--- src/rtl/postcode_pkg.sv ---
// postcode_pkg: command pulse counts, FSM state type and testack helpers.
package postcode_pkg;

  localparam logic [3:0] CMD_OUTPUT = 4'd3;
  localparam logic [3:0] CMD_RESET  = 4'd4;
  localparam logic [3:0] CMD_INPUT  = 4'd12;

  // Pulse number that signals "ready for OUTPUT"; pulses up to PEND_LAST report tx_pending.
  localparam logic [3:0] ACK_READY_PULSE = 4'd3;
  localparam logic [3:0] PEND_LAST       = 4'd4;

  typedef enum logic [0:0] {
    ST_CMD  = 1'b0,
    ST_DATA = 1'b1
  } state_t;

  // Saturating 4-bit increment used for the pulse counter and the pulse index.
  function automatic logic [3:0] next_count(input logic [3:0] c);
    logic [3:0] r;
    if (c == 4'd15) begin
      r = 4'd15;
    end else begin
      r = c + 4'd1;
    end
    return r;
  endfunction

  // testack value for pulse number idx while in CMD: ready flag on pulse 3,
  // tx_pending on the other early pulses, then txin MSB first on pulses 5..12.
  function automatic logic cmd_ack(input logic [3:0] idx, input logic [7:0] tx,
                                   input logic pend);
    logic       a;
    logic [3:0] sel;
    sel = CMD_INPUT - idx;
    if (idx == ACK_READY_PULSE) begin
      a = 1'b1;
    end else if (idx <= PEND_LAST) begin
      a = pend;
    end else if (idx <= CMD_INPUT) begin
      a = pend & tx[sel[2:0]];
    end else begin
      a = 1'b0;
    end
    return a;
  endfunction

endpackage

--- src/rtl/postcode_pulse_rx.sv ---
// postcode_pulse_rx: testreq synchroniser, rising-edge pulse counter and break timer.
module postcode_pulse_rx
  import postcode_pkg::*;
#(
  parameter int BREAK_CYCLES = 20
) (
  input  logic       refclk,
  input  logic       rst,
  input  logic       testreq,
  output logic       req_level,
  output logic       pulse,
  output logic [3:0] count,
  output logic       burst_done,
  output logic [3:0] burst_count
);

  localparam int LW = (BREAK_CYCLES > 1) ? $clog2(BREAK_CYCLES) : 1;
  localparam logic [LW-1:0] BREAK_LAST = LW'(BREAK_CYCLES - 1);

  logic          req_meta_r;
  logic          req_sync_r;
  logic          req_prev_r;
  logic [LW-1:0] low_cnt_r;
  logic [3:0]    count_r;
  logic [3:0]    burst_count_r;
  logic          burst_done_r;
  logic          pulse_s;
  logic          break_s;

  assign pulse_s = req_sync_r & ~req_prev_r;
  // low_cnt_r holds the number of earlier low cycles in the run, so this is the
  // BREAK_CYCLES-th consecutive low cycle.
  assign break_s = ~req_sync_r & (low_cnt_r == BREAK_LAST) & (count_r != 4'd0);

  // Synchronise testreq and keep a delayed copy for rising-edge detection
  always_ff @(posedge refclk or posedge rst) begin
    if (rst) begin
      req_meta_r <= 1'b0;
      req_sync_r <= 1'b0;
      req_prev_r <= 1'b0;
    end else begin
      req_meta_r <= testreq;
      req_sync_r <= req_meta_r;
      req_prev_r <= req_sync_r;
    end
  end

  // Length of the current low run, parked at the threshold once reached
  always_ff @(posedge refclk or posedge rst) begin
    if (rst) begin
      low_cnt_r <= {LW{1'b0}};
    end else if (req_sync_r) begin
      low_cnt_r <= {LW{1'b0}};
    end else if (low_cnt_r != BREAK_LAST) begin
      low_cnt_r <= low_cnt_r + LW'(1);
    end else begin
      low_cnt_r <= low_cnt_r;
    end
  end

  // Saturating pulse count, handed on and cleared when the break is seen
  always_ff @(posedge refclk or posedge rst) begin
    if (rst) begin
      count_r       <= 4'd0;
      burst_count_r <= 4'd0;
      burst_done_r  <= 1'b0;
    end else begin
      burst_done_r <= break_s;
      if (break_s) begin
        burst_count_r <= count_r;
        count_r       <= 4'd0;
      end else if (pulse_s) begin
        count_r <= next_count(count_r);
      end else begin
        count_r <= count_r;
      end
    end
  end

  assign req_level   = req_sync_r;
  assign pulse       = pulse_s;
  assign count       = count_r;
  assign burst_done  = burst_done_r;
  assign burst_count = burst_count_r;

endmodule

--- src/rtl/postcode.sv ---
// postcode: POST-box receiver. Decodes testreq bursts into commands and data
// bits, answers on testack and drives a 4-bit HD44780-style LCD port.
module postcode
  import postcode_pkg::*;
#(
  parameter int BREAK_CYCLES = 20,
  parameter int E_CYCLES     = 4
) (
  input  logic       refclk,
  input  logic       rst,
  input  logic       testreq,
  output logic       testack,
  output logic [3:0] lcd_data,
  output logic       lcd_rs,
  output logic       lcd_e,
  input  logic [7:0] txin,
  input  logic       tx_pending
);

  localparam int EW = (E_CYCLES > 1) ? $clog2(E_CYCLES) : 1;
  localparam logic [EW-1:0] E_LAST = EW'(E_CYCLES - 1);

  logic       req_level_s;
  logic       pulse_s;
  logic [3:0] count_s;
  logic       burst_done_s;
  logic [3:0] burst_count_s;

  postcode_pulse_rx #(
    .BREAK_CYCLES(BREAK_CYCLES)
  ) u_pulse_rx (
    .refclk      (refclk),
    .rst         (rst),
    .testreq     (testreq),
    .req_level   (req_level_s),
    .pulse       (pulse_s),
    .count       (count_s),
    .burst_done  (burst_done_s),
    .burst_count (burst_count_s)
  );

  // Only byte[4:0] ever reaches the LCD, so the upper three bits are not kept.
  state_t        state_r, state_next_s;
  logic [2:0]    bit_idx_r, bit_idx_next_s;
  logic [3:0]    shift_r, shift_next_s;
  logic          held_r, held_next_s;
  logic [4:0]    byte_r, byte_next_s;
  logic          testack_r, testack_next_s;
  logic [3:0]    lcd_data_r, lcd_data_next_s;
  logic          lcd_rs_r, lcd_rs_next_s;
  logic          lcd_e_r, lcd_e_next_s;
  logic [EW-1:0] e_cnt_r, e_cnt_next_s;

  logic          bit_ok_s;
  logic [4:0]    assembled_s;
  logic          byte_done_s;
  logic          reset_cmd_s;
  logic          input_cmd_s;
  logic          strobe_s;

  assign bit_ok_s    = (burst_count_s == 4'd1) || (burst_count_s == 4'd2);
  assign assembled_s = {shift_r, (burst_count_s == 4'd2)};
  assign byte_done_s = burst_done_s && (state_r == ST_DATA) && bit_ok_s && (bit_idx_r == 3'd0);
  assign reset_cmd_s = burst_done_s && (state_r == ST_CMD) && (burst_count_s == CMD_RESET);
  assign input_cmd_s = burst_done_s && (state_r == ST_CMD) && (burst_count_s == CMD_INPUT);
  // A repeated INPUT while the strobe is still high restarts it.
  assign strobe_s    = input_cmd_s && (held_r || lcd_e_r);

  // State, data path and registered outputs
  always_ff @(posedge refclk or posedge rst) begin
    if (rst) begin
      state_r    <= ST_CMD;
      bit_idx_r  <= 3'd7;
      shift_r    <= 4'd0;
      held_r     <= 1'b0;
      byte_r     <= 5'd0;
      testack_r  <= 1'b0;
      lcd_data_r <= 4'd0;
      lcd_rs_r   <= 1'b0;
      lcd_e_r    <= 1'b0;
      e_cnt_r    <= {EW{1'b0}};
    end else begin
      state_r    <= state_next_s;
      bit_idx_r  <= bit_idx_next_s;
      shift_r    <= shift_next_s;
      held_r     <= held_next_s;
      byte_r     <= byte_next_s;
      testack_r  <= testack_next_s;
      lcd_data_r <= lcd_data_next_s;
      lcd_rs_r   <= lcd_rs_next_s;
      lcd_e_r    <= lcd_e_next_s;
      e_cnt_r    <= e_cnt_next_s;
    end
  end

  // Burst evaluation: command decode in CMD, bit assembly in DATA
  always_comb begin
    state_next_s   = state_r;
    bit_idx_next_s = bit_idx_r;
    shift_next_s   = shift_r;
    held_next_s    = held_r;
    byte_next_s    = byte_r;
    if (burst_done_s) begin
      case (state_r)
        ST_CMD: begin
          case (burst_count_s)
            CMD_RESET: begin
              state_next_s = ST_CMD;
              held_next_s  = 1'b0;
            end
            CMD_OUTPUT: begin
              state_next_s   = ST_DATA;
              bit_idx_next_s = 3'd7;
              shift_next_s   = 4'd0;
            end
            CMD_INPUT: begin
              held_next_s = 1'b0;
            end
            default: begin
              state_next_s = ST_CMD;
            end
          endcase
        end
        ST_DATA: begin
          if (!bit_ok_s) begin
            state_next_s = ST_CMD;
          end else if (bit_idx_r == 3'd0) begin
            state_next_s = ST_CMD;
            held_next_s  = 1'b1;
            byte_next_s  = assembled_s;
            shift_next_s = assembled_s[3:0];
          end else begin
            bit_idx_next_s = bit_idx_r - 3'd1;
            shift_next_s   = assembled_s[3:0];
          end
        end
        default: begin
          state_next_s = ST_CMD;
        end
      endcase
    end else begin
      state_next_s = state_r;
    end
  end

  // Next values of testack and the LCD port
  always_comb begin
    testack_next_s  = testack_r;
    lcd_data_next_s = lcd_data_r;
    lcd_rs_next_s   = lcd_rs_r;
    lcd_e_next_s    = lcd_e_r;
    e_cnt_next_s    = e_cnt_r;

    if (reset_cmd_s) begin
      testack_next_s = 1'b0;
    end else if (pulse_s) begin
      if (state_r == ST_DATA) begin
        testack_next_s = 1'b1;
      end else begin
        testack_next_s = cmd_ack(next_count(count_s), txin, tx_pending);
      end
    end else if (!req_level_s) begin
      testack_next_s = 1'b0;
    end else begin
      testack_next_s = testack_r;
    end

    if (strobe_s) begin
      lcd_data_next_s = byte_r[3:0];
      lcd_rs_next_s   = byte_r[4];
    end else if (byte_done_s) begin
      lcd_data_next_s = assembled_s[3:0];
      lcd_rs_next_s   = assembled_s[4];
    end else begin
      lcd_data_next_s = lcd_data_r;
    end

    if (strobe_s) begin
      lcd_e_next_s = 1'b1;
      e_cnt_next_s = E_LAST;
    end else if (e_cnt_r != {EW{1'b0}}) begin
      lcd_e_next_s = 1'b1;
      e_cnt_next_s = e_cnt_r - EW'(1);
    end else begin
      lcd_e_next_s = 1'b0;
      e_cnt_next_s = {EW{1'b0}};
    end
  end

  assign testack  = testack_r;
  assign lcd_data = lcd_data_r;
  assign lcd_rs   = lcd_rs_r;
  assign lcd_e    = lcd_e_r;

endmodule

--- config.mk ---
export PLATFORM = sky130hd
export DESIGN_NAME = postcode
export DESIGN_NICKNAME = d
export VERILOG_FILES = /design/src/rtl/postcode_pkg.sv /design/src/rtl/postcode_pulse_rx.sv /design/src/rtl/postcode.sv
export SDC_FILE = /design/constraint.sdc
export NUM_CORES = 1
export LEC_CHECK = 0
export CAP_MARGIN = 5
export CORE_ASPECT_RATIO = 0.6
export CORE_MARGIN = 8
export CORE_UTILIZATION = 60
export DETAILED_ROUTE_END_ITERATION = 10
export HOLD_SLACK_MARGIN = 0.15
export PLACE_DENSITY = 0.83
export SKIP_LAST_GASP = 1
export SLEW_MARGIN = 10
export SYNTH_ARGS = -nofsm -noshare
export SYNTH_HDL_FRONTEND = slang
export SYNTH_SLANG_ARGS = --single-unit
export TNS_END_PERCENT = 30
--- constraint.sdc ---
create_clock -name refclk -period 4.4 [get_ports refclk]
set_clock_uncertainty 0.05 [all_clocks]
set_input_delay 0.88 -clock refclk [delete_from_list [all_inputs] [get_ports refclk]]
set_output_delay 0.88 -clock refclk [all_outputs]
set_load 0.005 [all_outputs]
==> flow_summary.ini, run 1 <==
[global_routing]
grt_overflow_total = 0
grt_max_degree = 25
grt_pass1_wl_mm = 7.45
grtUsageTotal = 0.170
antenna_found_initial = 0
via_count_of_the_first_global_routing_pass = 1574

[setup_path]
slowest_delay_ns = 0.49
startpoint = u_pulse_rx.count[0]$_DFFE_PP0P_
cp_max_fo = 9
critical_path.reg2reg.endpoint = testack$_DFFE_PP0P_
critical_path.reg2reg.startpoint = u_pulse_rx.count[0]$_DFFE_PP0P_
worst_path_max_delay_cell = sky130_fd_sc_hd__dfrtp_1
critPathRequiredTime_ns = 4.56
crit_path_cell_trace = ha_1, nand3_1, nand2_1, inv_1, ha_1, nor2b_1, a221oi_1, a2111oi_0, a211oi_1, nor3_1
cp-endpoint = testack$_DFFE_PP0P_
cp-start-kind = flip-flop
reg2reg_slack_ns = 1.71
ff2ff_path_depth = 10
worstPathArrival_ns = 2.85
worst_setup_path_end_kind = flip-flop
crit_top_cell = sky130_fd_sc_hd__ha_1
crit_type = flip-flop to flip-flop

[clock_network]
postCtsHoldBufs = 0
tritoncts.num_buffers = 5
h_tree_depth = 2
tritoncts_num_sinks = 40
post_cts_resize_count = 0
cts_tree = yes
max-clock-path-buffers = 2
clkSlewWorstSetupHoldPaths_ns = 0.08
clock_latency_ns = 0.29
postCtsSetupBuffers = 0
clock_root_cell = sky130_fd_sc_hd__clkbuf_8

[pwr]
power.share.combinational = 0.309
power_switching_share = 0.343
p_seq_frac = 0.450
max-vdd-ir-drop_mv = 0.340
power.leakage_nw = 1.06
power.switching_mw = 0.333
intPower_mw = 0.638
p_per_area_nw_per_um2 = 412
power.share.clock = 0.241

[detailed_routing]
drtAntennaViolNets = 0
totalWireLength_mm = 4.50
drt_drc_violations_left = 0
vias = 1610
detail_route.first_pass.iterations = 4
detail_route.iter0.violations = 98
wire_per_inst_um = 17.4
viasPerCell = 6.22

[sta]
final.hold.worst_slack_ns = 0.328
finalWorstPathRequiredPeriod_ns = 2.69
slew_headroom = 0.415
drv_slew = 0
rsz0062_at_grt = false
totalNegativeSetupSlack_ns = 0
worst_setup_margin_ns = 1.71
post-route-period-util = 0.612
fmaxAchievable_ghz = 0.372
tightest_pin_transition_ns = 0.877
timing_hold_violations_final = 0
finalSetupViolCount = 0

[logic_synthesis]
netlist_area_um2 = 2070
synthArstFlopShare = 1.00
synth.most_common_cell = sky130_fd_sc_hd__dfrtp_1
synth_enable_flop_cells = 0
dominant_cell_type_by_area_after_synthesis = sky130_fd_sc_hd__dfrtp_1
synth.yosys.seq_area_share = 0.486
synth.net_count = 215
post_synth.cell_area_avg_um2 = 10.5
synth_common_cells = sky130_fd_sc_hd__dfrtp_1 (37), sky130_fd_sc_hd__inv_1 (12), sky130_fd_sc_hd__nor2_1 (12)
synth.yosys.warnings = 0
ys_types = 50
ys.flop_type = sky130_fd_sc_hd__dfrtp_1
synthTopCellsByArea = sky130_fd_sc_hd__dfrtp_1 (45%), sky130_fd_sc_hd__ha_1 (4.2%), sky130_fd_sc_hd__dfstp_2 (3.8%)
yosys_register_bits = 40
yosys.area.top_type_share = 0.448
syn_inst = 196

[die]
fp.dieW_um = 91.8
fp.dieArea_um2 = 5640
initial_core_utilization = 0.629
core_um2 = 3280
pin_count = 19
std_cell_rows = 16
die_height_um = 61.5

[placement]
numPlacedInstances = 252
place_hpwl_mm = 3.38
globalplace.congestion = 0.867
port_buffers = 18
dpl_worst_slack_ns = 1.80

[worst_hold_path]
min_path_type = flip-flop to flip-flop

[status]
status = complete, no violations

[cells_and_area]
antenna_cells = 0
instances_no_fill = 259
num-nets-final = 233
syn2layout_area_growth_pct = 14.1
layout_cells_sized_above_1 = 0.112

[job]
drv_cap = 0
[power by group through the flow]
| stage | Sequential, mW | Clock, mW | Combinational [mW] |
|---|---|---|---|
| floorplan | 0.417 | 0 | 0.241 |
| finish | 0.437 | 0.234 | 0.300 |
| CTS | 0.435 | 0.238 | 0.297 |
| detailed placement | 0.442 | 0 | 0.298 |
| global route | 0.442 | 0.255 | 0.334 |
| global placement | 0.436 | 0 | 0.276 |
[worst min path at each step]
stage                                         start  slack (ns)                        endpoint  cells after the start
floorplan           u_pulse_rx.req_meta_r$_DFF_PP0_        0.28  u_pulse_rx.req_level$_DFF_PP0_                      0
global placement    u_pulse_rx.req_meta_r$_DFF_PP0_        0.30  u_pulse_rx.req_level$_DFF_PP0_                      0
detailed placement  u_pulse_rx.req_meta_r$_DFF_PP0_        0.31  u_pulse_rx.req_level$_DFF_PP0_                      0
CTS                 u_pulse_rx.req_meta_r$_DFF_PP0_        0.33  u_pulse_rx.req_level$_DFF_PP0_                      0
global route        u_pulse_rx.req_meta_r$_DFF_PP0_        0.34  u_pulse_rx.req_level$_DFF_PP0_                      0
finish              u_pulse_rx.req_meta_r$_DFF_PP0_        0.33  u_pulse_rx.req_level$_DFF_PP0_                      0
[cells in the final DEF, fill, tap and decap left out, types with 2 or more instances in the layout]
master,count
sky130_fd_sc_hd__o22ai_1,4
sky130_fd_sc_hd__ha_1,7
sky130_fd_sc_hd__a21o_1,7
sky130_fd_sc_hd__and2_1,4
sky130_fd_sc_hd__a22o_1,2
sky130_fd_sc_hd__clkbuf_8,5
sky130_fd_sc_hd__nand2_1,9
sky130_fd_sc_hd__nand4_1,2
sky130_fd_sc_hd__nor2_2,2
sky130_fd_sc_hd__nor2b_1,7
sky130_fd_sc_hd__inv_1,12
sky130_fd_sc_hd__o21ai_0,11
sky130_fd_sc_hd__o22a_1,3
sky130_fd_sc_hd__clkdlybuf4s50_1,18
sky130_fd_sc_hd__xor2_1,2
sky130_fd_sc_hd__mux2i_1,5
sky130_fd_sc_hd__nor3_1,5
sky130_fd_sc_hd__dfstp_2,3
sky130_fd_sc_hd__a21oi_1,7
sky130_fd_sc_hd__nor2_1,12
sky130_fd_sc_hd__a211oi_1,4
sky130_fd_sc_hd__a31oi_1,2
sky130_fd_sc_hd__o2bb2ai_1,3
sky130_fd_sc_hd__or3_1,3
sky130_fd_sc_hd__nand3_1,3
sky130_fd_sc_hd__a221o_1,5
sky130_fd_sc_hd__xnor2_1,3
sky130_fd_sc_hd__mux2_2,3
sky130_fd_sc_hd__dfrtp_1,37
[per-layer routing]
metal	vias up	global-route usage	wire length [um]
met3	11	0.0487	291
met2	61	0.275	2160
li1	750	-	-
met5	-	0	0
met1	788	0.209	1960
met4	0	0.0864	94
[logic make-up (layout without fill, tap and decap cells)]
kind of cell	Yosys count	in the layout	synth area share
simple gates	59	59	0.170
compound gates	55	55	0.188
flops	40	40	0.486
buf+inv	21	39	0.0406
mux	9	9	0.0515
fa+ha+maj	7	7	0.0424
xor+xnor	5	5	0.0212
[metrics by stage]
stage | util | instance area, um^2 | power (mW)
6_report | 0.718 | 2360 | 0.971
5_1_grt | 0.718 | 2360 | 1.03
4_1_cts | 0.718 | 2360 | 0.970
3_5_place_dp | 0.693 | 2270 | 0.739
3_3_place_gp | 0.693 | 2270 | 0.712
2_1_floorplan | - | 2070 | 0.658
[registers in the layout (all words and copies together) (netlist names)]
register	flops
byte_r	5
held_r	1
u_pulse_rx.burst_count	4
lcd_rs	1
e_cnt_r	2
u_pulse_rx.burst_done	1
u_pulse_rx.req_meta_r	1
u_pulse_rx.req_level	1
testack	1
lcd_e	1
shift_r	4
u_pulse_rx.count	4
u_pulse_rx.low_cnt_r	5
bit_idx_r	3
u_pulse_rx.req_prev_r	1
state_r	1
lcd_data	4
[cell type report]
class | count | area (um^2)
sequential | 40 | 1000
multi-input combinational | 135 | 977
fill | 229 | 927
timing repair buffer | 19 | 188
clock buffer | 5 | 68.8
tap | 45 | 56.3
inverter | 13 | 48.8
clock inverter | 2 | 12.5
[critical path: cells and delay by family, from the launching register on]
kind,cells,cell delay (ns)
AO/OA/AOI/OAI,3,0.62
adder cells (fa/ha/maj),2,0.69
buffers and inverters,1,0.10
flip-flops,1,0.49
AND/OR/NAND/NOR,4,0.65
No activity file was read; power rests on OpenSTA's default activity.
==> inputs of run 2 (changes only) <==
- CORE_UTILIZATION: 60 -> 51
- PLACE_DENSITY: 0.83 -> 0.75
- clock period: 4.4 -> 2.2 ns (I/O delays scaled with it)
==> run 2 against run 1 <==
Against the previous run:
- total power rose to 2.7 times the previous value
- register-to-register slack got worse by 1.7 ns
- setup slack got worse by 1.7 ns
- flip-flop and latch count unchanged
==> flow_summary.ini, run 2 (same netlist as run 1, synthesis figures left out) <==
[global_routing]
antenna_found_initial = 0
grt_pass1_wl_mm = 7.42
grt_max_degree = 41
via_count_of_the_first_global_routing_pass = 1502
grtUsageTotal = 0.145
grt_overflow_total = 0

[die]
pin_count = 19
initial_core_utilization = 0.515
fp.dieArea_um2 = 6410
std_cell_rows = 18
core_um2 = 4010
fp.dieW_um = 98.2
die_height_um = 65.3

[clock_network]
clock_latency_ns = 0.29
tritoncts_num_sinks = 40
clock_root_cell = sky130_fd_sc_hd__clkbuf_8
cts_tree = yes
h_tree_depth = 2
clkSlewWorstSetupHoldPaths_ns = 0.08
max-clock-path-buffers = 2
postCtsHoldBufs = 0
tritoncts.num_buffers = 5

[worst_hold_path]
min_path_type = flip-flop to flip-flop

[sta]
tightest_pin_transition_ns = 0.575
worst_setup_margin_ns = 0.0243
final.hold.worst_slack_ns = 0.307
drv_slew = 0
finalWorstPathRequiredPeriod_ns = 2.18
slew_headroom = 0.616
finalSetupViolCount = 0
timing_hold_violations_final = 0
fmaxAchievable_ghz = 0.460
post-route-period-util = 0.989

[cells_and_area]
largest_registers = byte_r (5), u_pulse_rx.low_cnt_r (5)
multi_input_area_um2 = 1050
antenna_cells = 0
num-nets-final = 251
final-seq-area_um2 = 1010
syn2layout_area_growth_pct = 26.4
most-common-layout-cells = sky130_fd_sc_hd__dfrtp_1 (36), sky130_fd_sc_hd__clkdlybuf4s50_1 (18), sky130_fd_sc_hd__buf_4 (18)
final_design_area_no_fill_um2 = 2610
filler_cell_count = 332
layout.cells.most_common = sky130_fd_sc_hd__dfrtp_1
layout_cells_sized_above_1 = 0.227

[placement]
dpl_worst_slack_ns = -0.124
detailed_place.area_um2 = 2390
port_buffers = 18
place_hpwl_mm = 3.02
globalplace.congestion = 0.893

[setup_path]
worstPathArrival_ns = 2.34
cp-start-kind = flip-flop
crit_path_cell_trace = ha_4, nand3_1, nand2_1, inv_1, ha_4, nor2b_1, a221oi_2, a2111oi_2, a211oi_1, nor3_1
worst_path_max_delay_cell = sky130_fd_sc_hd__dfrtp_2
reg2reg_slack_ns = 0.02
slowest_delay_ns = 0.45
critPathRequiredTime_ns = 2.37
worst_setup_path_end_kind = flip-flop
cp_max_fo = 4
crit_type = flip-flop to flip-flop
crit_top_cell = sky130_fd_sc_hd__ha_4

[detailed_routing]
drtAntennaViolNets = 0
detail_route.first_pass.iterations = 4
drt_drc_violations_left = 0
viasPerCell = 5.67
totalWireLength_mm = 4.47
vias = 1604
detail_route.iter0.violations = 122
wire_per_inst_um = 15.8

[pwr]
max-vdd-ir-drop_mv = 1.06
power.total_mw = 2.58
power.leakage_nw = 1.18
p_per_area_nw_per_um2 = 989

[status]
status = complete, no violations

[job]
drv_cap = 0
## run 2: layout make-up
cell class / count / share of cell area
Clock buffer: 6 / 0.0316
Clock inverter: 2 / 0.0149
Inverter: 13 / 0.0187
Multi-Input combinational cell: 135 / 0.401
Sequential cell: 40 / 0.385
Tap cell: 50 / 0.0240
Timing Repair Buffer: 37 / 0.125
## run 2: power by group
part	leakage (nW)	switching (mW)	internal, mW
registers	0.524	0.0688	0.783
clock network	0.0614	0.265	0.371
logic	0.590	0.518	0.577
total	1.18	0.852	1.73
## run 2: path summary, 6_finish.rpt
path,startpoint,to,depth (start not counted)
max in group asynchronous,rst,u_pulse_rx.count[0]$_DFFE_PP0P_,3
min in group asynchronous,rst,lcd_data[1]$_DFFE_PP0P_,3
hold reg to reg,u_pulse_rx.req_meta_r$_DFF_PP0_,u_pulse_rx.req_level$_DFF_PP0_,0
setup / recovery,u_pulse_rx.count[0]$_DFFE_PP0P_,testack$_DFFE_PP0P_,10
setup reg to reg,u_pulse_rx.count[0]$_DFFE_PP0P_,testack$_DFFE_PP0P_,10
hold / removal,u_pulse_rx.req_meta_r$_DFF_PP0_,u_pulse_rx.req_level$_DFF_PP0_,0
## run 2: metrics by stage
stage	setup TNS, ns	utilization	instances
6_report	0	0.651	283
5_1_grt	-0.0875	0.651	283
4_1_cts	0	0.638	281
3_5_place_dp	-0.124	0.595	271
3_3_place_gp	-0.0320	0.595	271
2_1_floorplan	0	-	196
## run 2: what timing repair did
action                                  4_1_cts  5_1_grt
cloned                                        0        0
resized for setup                             6       10
buffers inserted                              2        2
endpoints found under the setup margin        1        1
pin swaps                                     0        2
## run 2: routing by layer
metal  vias up  GRT usage  part of all wire
met5         -          0                 0
met4         0     0.0455             0.012
met3         7     0.0390             0.047
met2        33      0.202              0.42
met1       779      0.211              0.52
li1        785          -                 -
## run 2: critical path: cells and delay by family, from the launching register on
kind	cells	cell delay (ns)
flops	1	0.45
simple gates	4	0.56
buf+inv	1	0.12
fa+ha+maj	2	0.43
compound gates	3	0.47
==> inputs of run 3 (changes only) <==
- CELL_PAD_IN_SITES_DETAIL_PLACEMENT: unset -> 0
- CELL_PAD_IN_SITES_GLOBAL_PLACEMENT: unset -> 2
- CORE_UTILIZATION: 51 -> 33
- PLACE_DENSITY: 0.75 -> 0.74
==> run 3 against run 2 <==
Against the previous run:
- sequential share of layout area down 0.26 points
- die area rose by 42%
- highest routed layer unchanged
- non-clock buffer count is 2 lower
- flip-flop and latch count is the same
- register-to-register slack gained 0.09 ns
==> flow_summary.ini, run 3 (same netlist as run 1, synthesis figures left out) <==
[placement]
globalplace.congestion = 0.757
detailed_place.area_um2 = 2440
place_hpwl_mm = 3.27
port_buffers = 18

[clock_network]
postCtsHoldBufs = 0
clock_root_cell = sky130_fd_sc_hd__clkbuf_8
tritoncts_num_sinks = 40
cts_tree = yes
tritoncts.num_buffers = 5
clkSlewWorstSetupHoldPaths_ns = 0.09
h_tree_depth = 2
clock_latency_ns = 0.30
max-clock-path-buffers = 2

[global_routing]
grt_overflow_total = 0
grt_most_used_layer = met1
groute.layer.met1.usage = 0.162
met2_track_demand_over_resource = 0.130
grt_pass1_wl_mm = 7.82
grt_max_degree = 41
via_count_of_the_first_global_routing_pass = 1497
grtUsageTotal = 0.105
antenna_found_initial = 0
grtUsageMet3 = 0.0329

[sta]
drv_slew = 0
finalSetupViolCount = 0
tightest_pin_transition_ns = 0.552
fmaxAchievable_ghz = 0.480
totalNegativeSetupSlack_ns = 0
post-route-period-util = 0.947
finalWorstPathRequiredPeriod_ns = 2.08
timing_hold_violations_final = 0
slew_headroom = 0.631

[setup_path]
crit_path_cell_trace = ha_4, nand3_1, nand2_1, inv_1, ha_4, mux4_2, a211oi_1, nor3_1
critPathRequiredTime_ns = 2.33
worstPathArrival_ns = 2.21
worst_setup_path_end_kind = flip-flop
slowest_delay_ns = 0.43
worst_path_max_delay_cell = sky130_fd_sc_hd__dfrtp_1
crit_type = flip-flop to flip-flop
crit_top_cell = sky130_fd_sc_hd__ha_4
cp-start-kind = flip-flop
cp_max_fo = 4

[pwr]
p_seq_frac = 0.342
power.share.combinational = 0.403
p_per_area_nw_per_um2 = 942
power.share.clock = 0.255
intPower_mw = 1.66
power_switching_share = 0.330
power.switching_mw = 0.817
power.leakage_nw = 1.16
max-vdd-ir-drop_mv = 0.877

[job]
drv_cap = 0

[status]
status = complete, no violations

[detailed_routing]
viasPerCell = 4.84
drt_drc_violations_left = 0
detail_route.iter0.violations = 66
vias = 1526
detail_route.first_pass.iterations = 4
drtAntennaViolNets = 0
wire_per_inst_um = 14.5
totalWireLength_mm = 4.56

[cells_and_area]
multi_input_area_um2 = 1050
fin_util = 0.432
num-nets-final = 249
layout_cells_sized_above_1 = 0.212
largest_registers = byte_r (5), u_pulse_rx.low_cnt_r (5)
most-common-layout-cells = sky130_fd_sc_hd__dfrtp_1 (36), sky130_fd_sc_hd__clkdlybuf4s50_1 (18), sky130_fd_sc_hd__buf_4 (17)
antenna_cells = 0
final-seq-area_um2 = 1010
final_design_area_no_fill_um2 = 2630
layout.cells.most_common = sky130_fd_sc_hd__dfrtp_1
syn2layout_area_growth_pct = 27.3
filler_cell_count = 576

[die]
die_height_um = 77.3
core_um2 = 6080
fp.dieArea_um2 = 9130
fp.dieW_um = 118
pin_count = 19
std_cell_rows = 22
initial_core_utilization = 0.340

[worst_hold_path]
min_path_type = flip-flop to flip-flop
## run 3: metal layers
metal | up-vias | wire length, um
met5 | - | 0
li1 | 786 | -
met1 | 720 | 2750
met4 | 0 | 46
met2 | 14 | 1630
met3 | 6 | 135
## run 3: worst max-delay path: cells and delay by family, from the launching register on
| kind | cells | cell delay, ns |
|---|---|---|
| mux | 1 | 0.33 |
| buf+inv | 1 | 0.08 |
| fa+ha+maj | 2 | 0.48 |
| simple gates | 3 | 0.33 |
| flops | 1 | 0.43 |
| compound gates | 1 | 0.26 |
## run 3: cell type report
class | instances | area share
Clock buffer | 5 | 0.0262
Inverter | 13 | 0.0186
Tap cell | 84 | 0.0400
Sequential cell | 40 | 0.383
Clock inverter | 3 | 0.0176
Multi-Input combinational cell | 135 | 0.398
Timing Repair Buffer | 35 | 0.117
## run 3: power by group through the flow
| stage | sequential (mW) | combinational (mW) | clock (mW) |
|---|---|---|---|
| 2_1_floorplan | 0.834 | 0.481 | 0 |
| 3_3_place_gp | 0.842 | 0.776 | 0 |
| 3_5_place_dp | 0.842 | 0.772 | 0 |
| 6_report | 0.848 | 0.998 | 0.630 |
| 4_1_cts | 0.831 | 0.847 | 0.655 |
| 5_1_grt | 0.854 | 1.10 | 0.677 |
## run 3: worst paths after layout
kind                                                       from                                  end  slack [ns]  cells past startpoint
min in group asynchronous                                   rst  u_pulse_rx.low_cnt_r[0]$_DFFE_PP0P_        0.51                      3
worst max-delay path            u_pulse_rx.count[0]$_DFFE_PP0P_                  testack$_DFFE_PP0P_        0.12                      8
worst max register to register  u_pulse_rx.count[0]$_DFFE_PP0P_                  testack$_DFFE_PP0P_        0.12                      8
worst min register to register  u_pulse_rx.req_meta_r$_DFF_PP0_       u_pulse_rx.req_level$_DFF_PP0_        0.31                      0
max in group asynchronous                                   rst      u_pulse_rx.count[1]$_DFFE_PP0P_        1.20                      3
worst min-delay path            u_pulse_rx.req_meta_r$_DFF_PP0_       u_pulse_rx.req_level$_DFF_PP0_        0.31                      0
## run 3: through the flow
step	hold WS, ns	setup slack, ns	instances	power (mW)
2_1_floorplan	0.281	0.0153	196	1.32
3_3_place_gp	0.284	-0.0167	306	1.62
3_5_place_dp	0.288	-0.0348	306	1.61
4_1_cts	0.310	0.00425	314	2.33
5_1_grt	0.328	-0.0505	315	2.63
6_report	0.309	0.116	315	2.48
## run 3: repair_timing
action | in CTS | in global routing
buffers inserted | 0 | 1
endpoints found under the setup margin | 1 | 1
pin swaps | 1 | 2
resized for setup | 5 | 9
==> RTL change 1, RTL diff (config.mk and constraints of run 3) <==
`BREAK_CYCLES` is set to 20 in 2 places; all go to 10.
--- a/src/rtl/postcode_pulse_rx.sv
+++ b/src/rtl/postcode_pulse_rx.sv
@@ -2,7 +2,7 @@
 module postcode_pulse_rx
   import postcode_pkg::*;
 #(
-  parameter int BREAK_CYCLES = 20
+  parameter int BREAK_CYCLES = 10
 ) (
   input  logic       refclk,
   input  logic       rst,
--- a/src/rtl/postcode.sv
+++ b/src/rtl/postcode.sv
@@ -3,7 +3,7 @@
 module postcode
   import postcode_pkg::*;
 #(
-  parameter int BREAK_CYCLES = 20,
+  parameter int BREAK_CYCLES = 10,
   parameter int E_CYCLES     = 4
 ) (
   input  logic       refclk,
Check against the original RTL: same outputs for any inputs over 10 cycles, from zero or initial values and one cycle with rst high; that may be too few to reach the edited logic, so the function may still have changed.
==> RTL change 1 against run 3 <==
  * Final area fell by 6.7%
  * Synthesized cell count down 7.1%
  * Routed wire length decreased by 6.8%
  * Maximum frequency fell by 1.1%
  * Sequential power is 1% lower
  * Sequential cell count shrank 1
  * Power fell by 24%
  * Hold slack got worse by 0.0059 ns
  * Worst setup slack worse by 0.023 ns
  * Area after synthesis decreased by 1.5%
  * Die area down 1.3%
  * Global-route usage fell by 0.84 points
  * Clock power down 26%
  * Via count down 7.5%
  * Critical endpoint unchanged
==> RTL change 1: results (changes against run 3) <==
nets 232 (-6.8%); Reg-to-Reg Start u_pulse_rx.count[1]$_DFFE_PP0P_; number of global-route vias before repair 1441 (-3.7%); leakage 1.161 nW (-0.12%); Compound-Gate Fraction of Synth Area 16.48% (-2.3 points); dpl ws -0.000008438 ns (+0.03483 ns); outcome completed; Seq/Total Area, Yosys 48.15% (-0.48 points); Worst VDD drop 0.0003273 V (-63%); Skew-Pair Late Insertion Delay 0.28 ns (-0.02 ns); dpl hpwl 3.176 mm (-2.8%); met1 Resource Use GR 13.27% (-2.9 points); Placed Area 2323 um2 (-4.6%); synth top area cells dfrtp_1 (44%), ha_1 (4.9%), dfstp_2 (3.9%); Synth Area in XOR/XNOR 2.645% (+0.52 points); FF-to-FF setup slack 0.09 ns (-0.02 ns); met1 wire length 2.204 mm (-20%); crit path DAT 2.23 ns (+0.02 ns); initial drt markers 60 (-9.1%); mux cell area share after synthesis 7.688% (+2.5 points); Clk pwr share 24.5% (-1.0 points); Routed WL per cell 14.32 um (-1.1%); final hold slack 0.3027 ns (-0.005870 ns); Syn Nets 202 (-6.0%); routed vias/inst 4.751 (-1.9%); Psw 0.5869 mW (-28%); share of layout cells above drive strength 1 18.78% (-2.4 points); final cell count without fillers 297 (-5.7%); Unique masters post-synth 52 (+4.0%); PostCTS Resize Cnt 1 (-4); Switching Fraction 31.01% (-2.0 points); Global Route Usage Sum 9.614% (-0.84 points); actual slew at the worst max-slew pin 0.5711 ns (+0.01921 ns); global routing usage on met2 14.31% (+1.3 points); Seq group 0.837 mW (-1%); Final GP Congestion 0.8896 (+18%); Worst-path clk slew around 0.080 ns; GR Util met3 2.632% (-0.66 points); adder-cell share of the synthesized area 4.920% (+0.68 points); post-CTS setup repair buffer count 1 (+1); Synth Area per Inst 11.18 um2 (+6.1%); largest net degree at the start of global routing 40 (-2.4%); met2 wire len 1.882 mm (+15%); first-pass GRT wire length 7.162 mm (-8.5%)
[RTL change 1: cell count changes after synthesis, moves of 4 or more]
cell / before / now
a221o_1: 5 / 0
inv_1: 12 / 16
nor2_1: 12 / 7
a22o_1: 2 / 8
clkbuf_1: 4 / 0
o21ai_0: 11 / 4
mux2_1: 0 / 7
o21ai_1: 0 / 5
[RTL change 1: how the worst max path moves through the flow]
stage	from	endpoint	slack, ns	cells past startpoint
6_report	u_pulse_rx.count[1]$_DFFE_PP0P_	testack$_DFFE_PP0P_	0.09	8
4_1_cts	u_pulse_rx.count[0]$_DFFE_PP0P_	testack$_DFFE_PP0P_	0.04	8
5_1_grt	u_pulse_rx.count[1]$_DFFE_PP0P_	testack$_DFFE_PP0P_	-0.003	9
2_1_floorplan	u_pulse_rx.count[0]$_DFFE_PP0P_	testack$_DFFE_PP0P_	0.01	8
3_3_place_gp	u_pulse_rx.count[0]$_DFFE_PP0P_	testack$_DFFE_PP0P_	0.06	8
3_5_place_dp	u_pulse_rx.count[0]$_DFFE_PP0P_	testack$_DFFE_PP0P_	-0.000008	8
[RTL change 1: critical path, cell delays in order, from the launching register on]
cell	delay (ns)
dfrtp_1	0.41
ha_2	0.23
and2_1	0.18
a21oi_2	0.09
ha_4	0.31
mux2_2	0.33
o221a_1	0.23
nor2_1	0.09
a21oi_1	0.07
[RTL change 1: logic make-up (layout without fill, tap and decap cells)]
family,count (synthesis),in the layout
simple gates,47,47
compound gates,46,46
flops,39,39
buf+inv,25,56
mux,13,13
fa+ha+maj,8,8
xor+xnor,4,4
[RTL change 1: layout make-up]
cell class | instances | area (um2)
clock buffer | 7 | 76.32
clock inverter | 1 | 5.005
fill | 566 | 3575
inverter | 17 | 63.81
multi-input combinational | 118 | 945.9
sequential | 39 | 979.7
tap | 84 | 105.1
timing repair buffer | 31 | 277.8
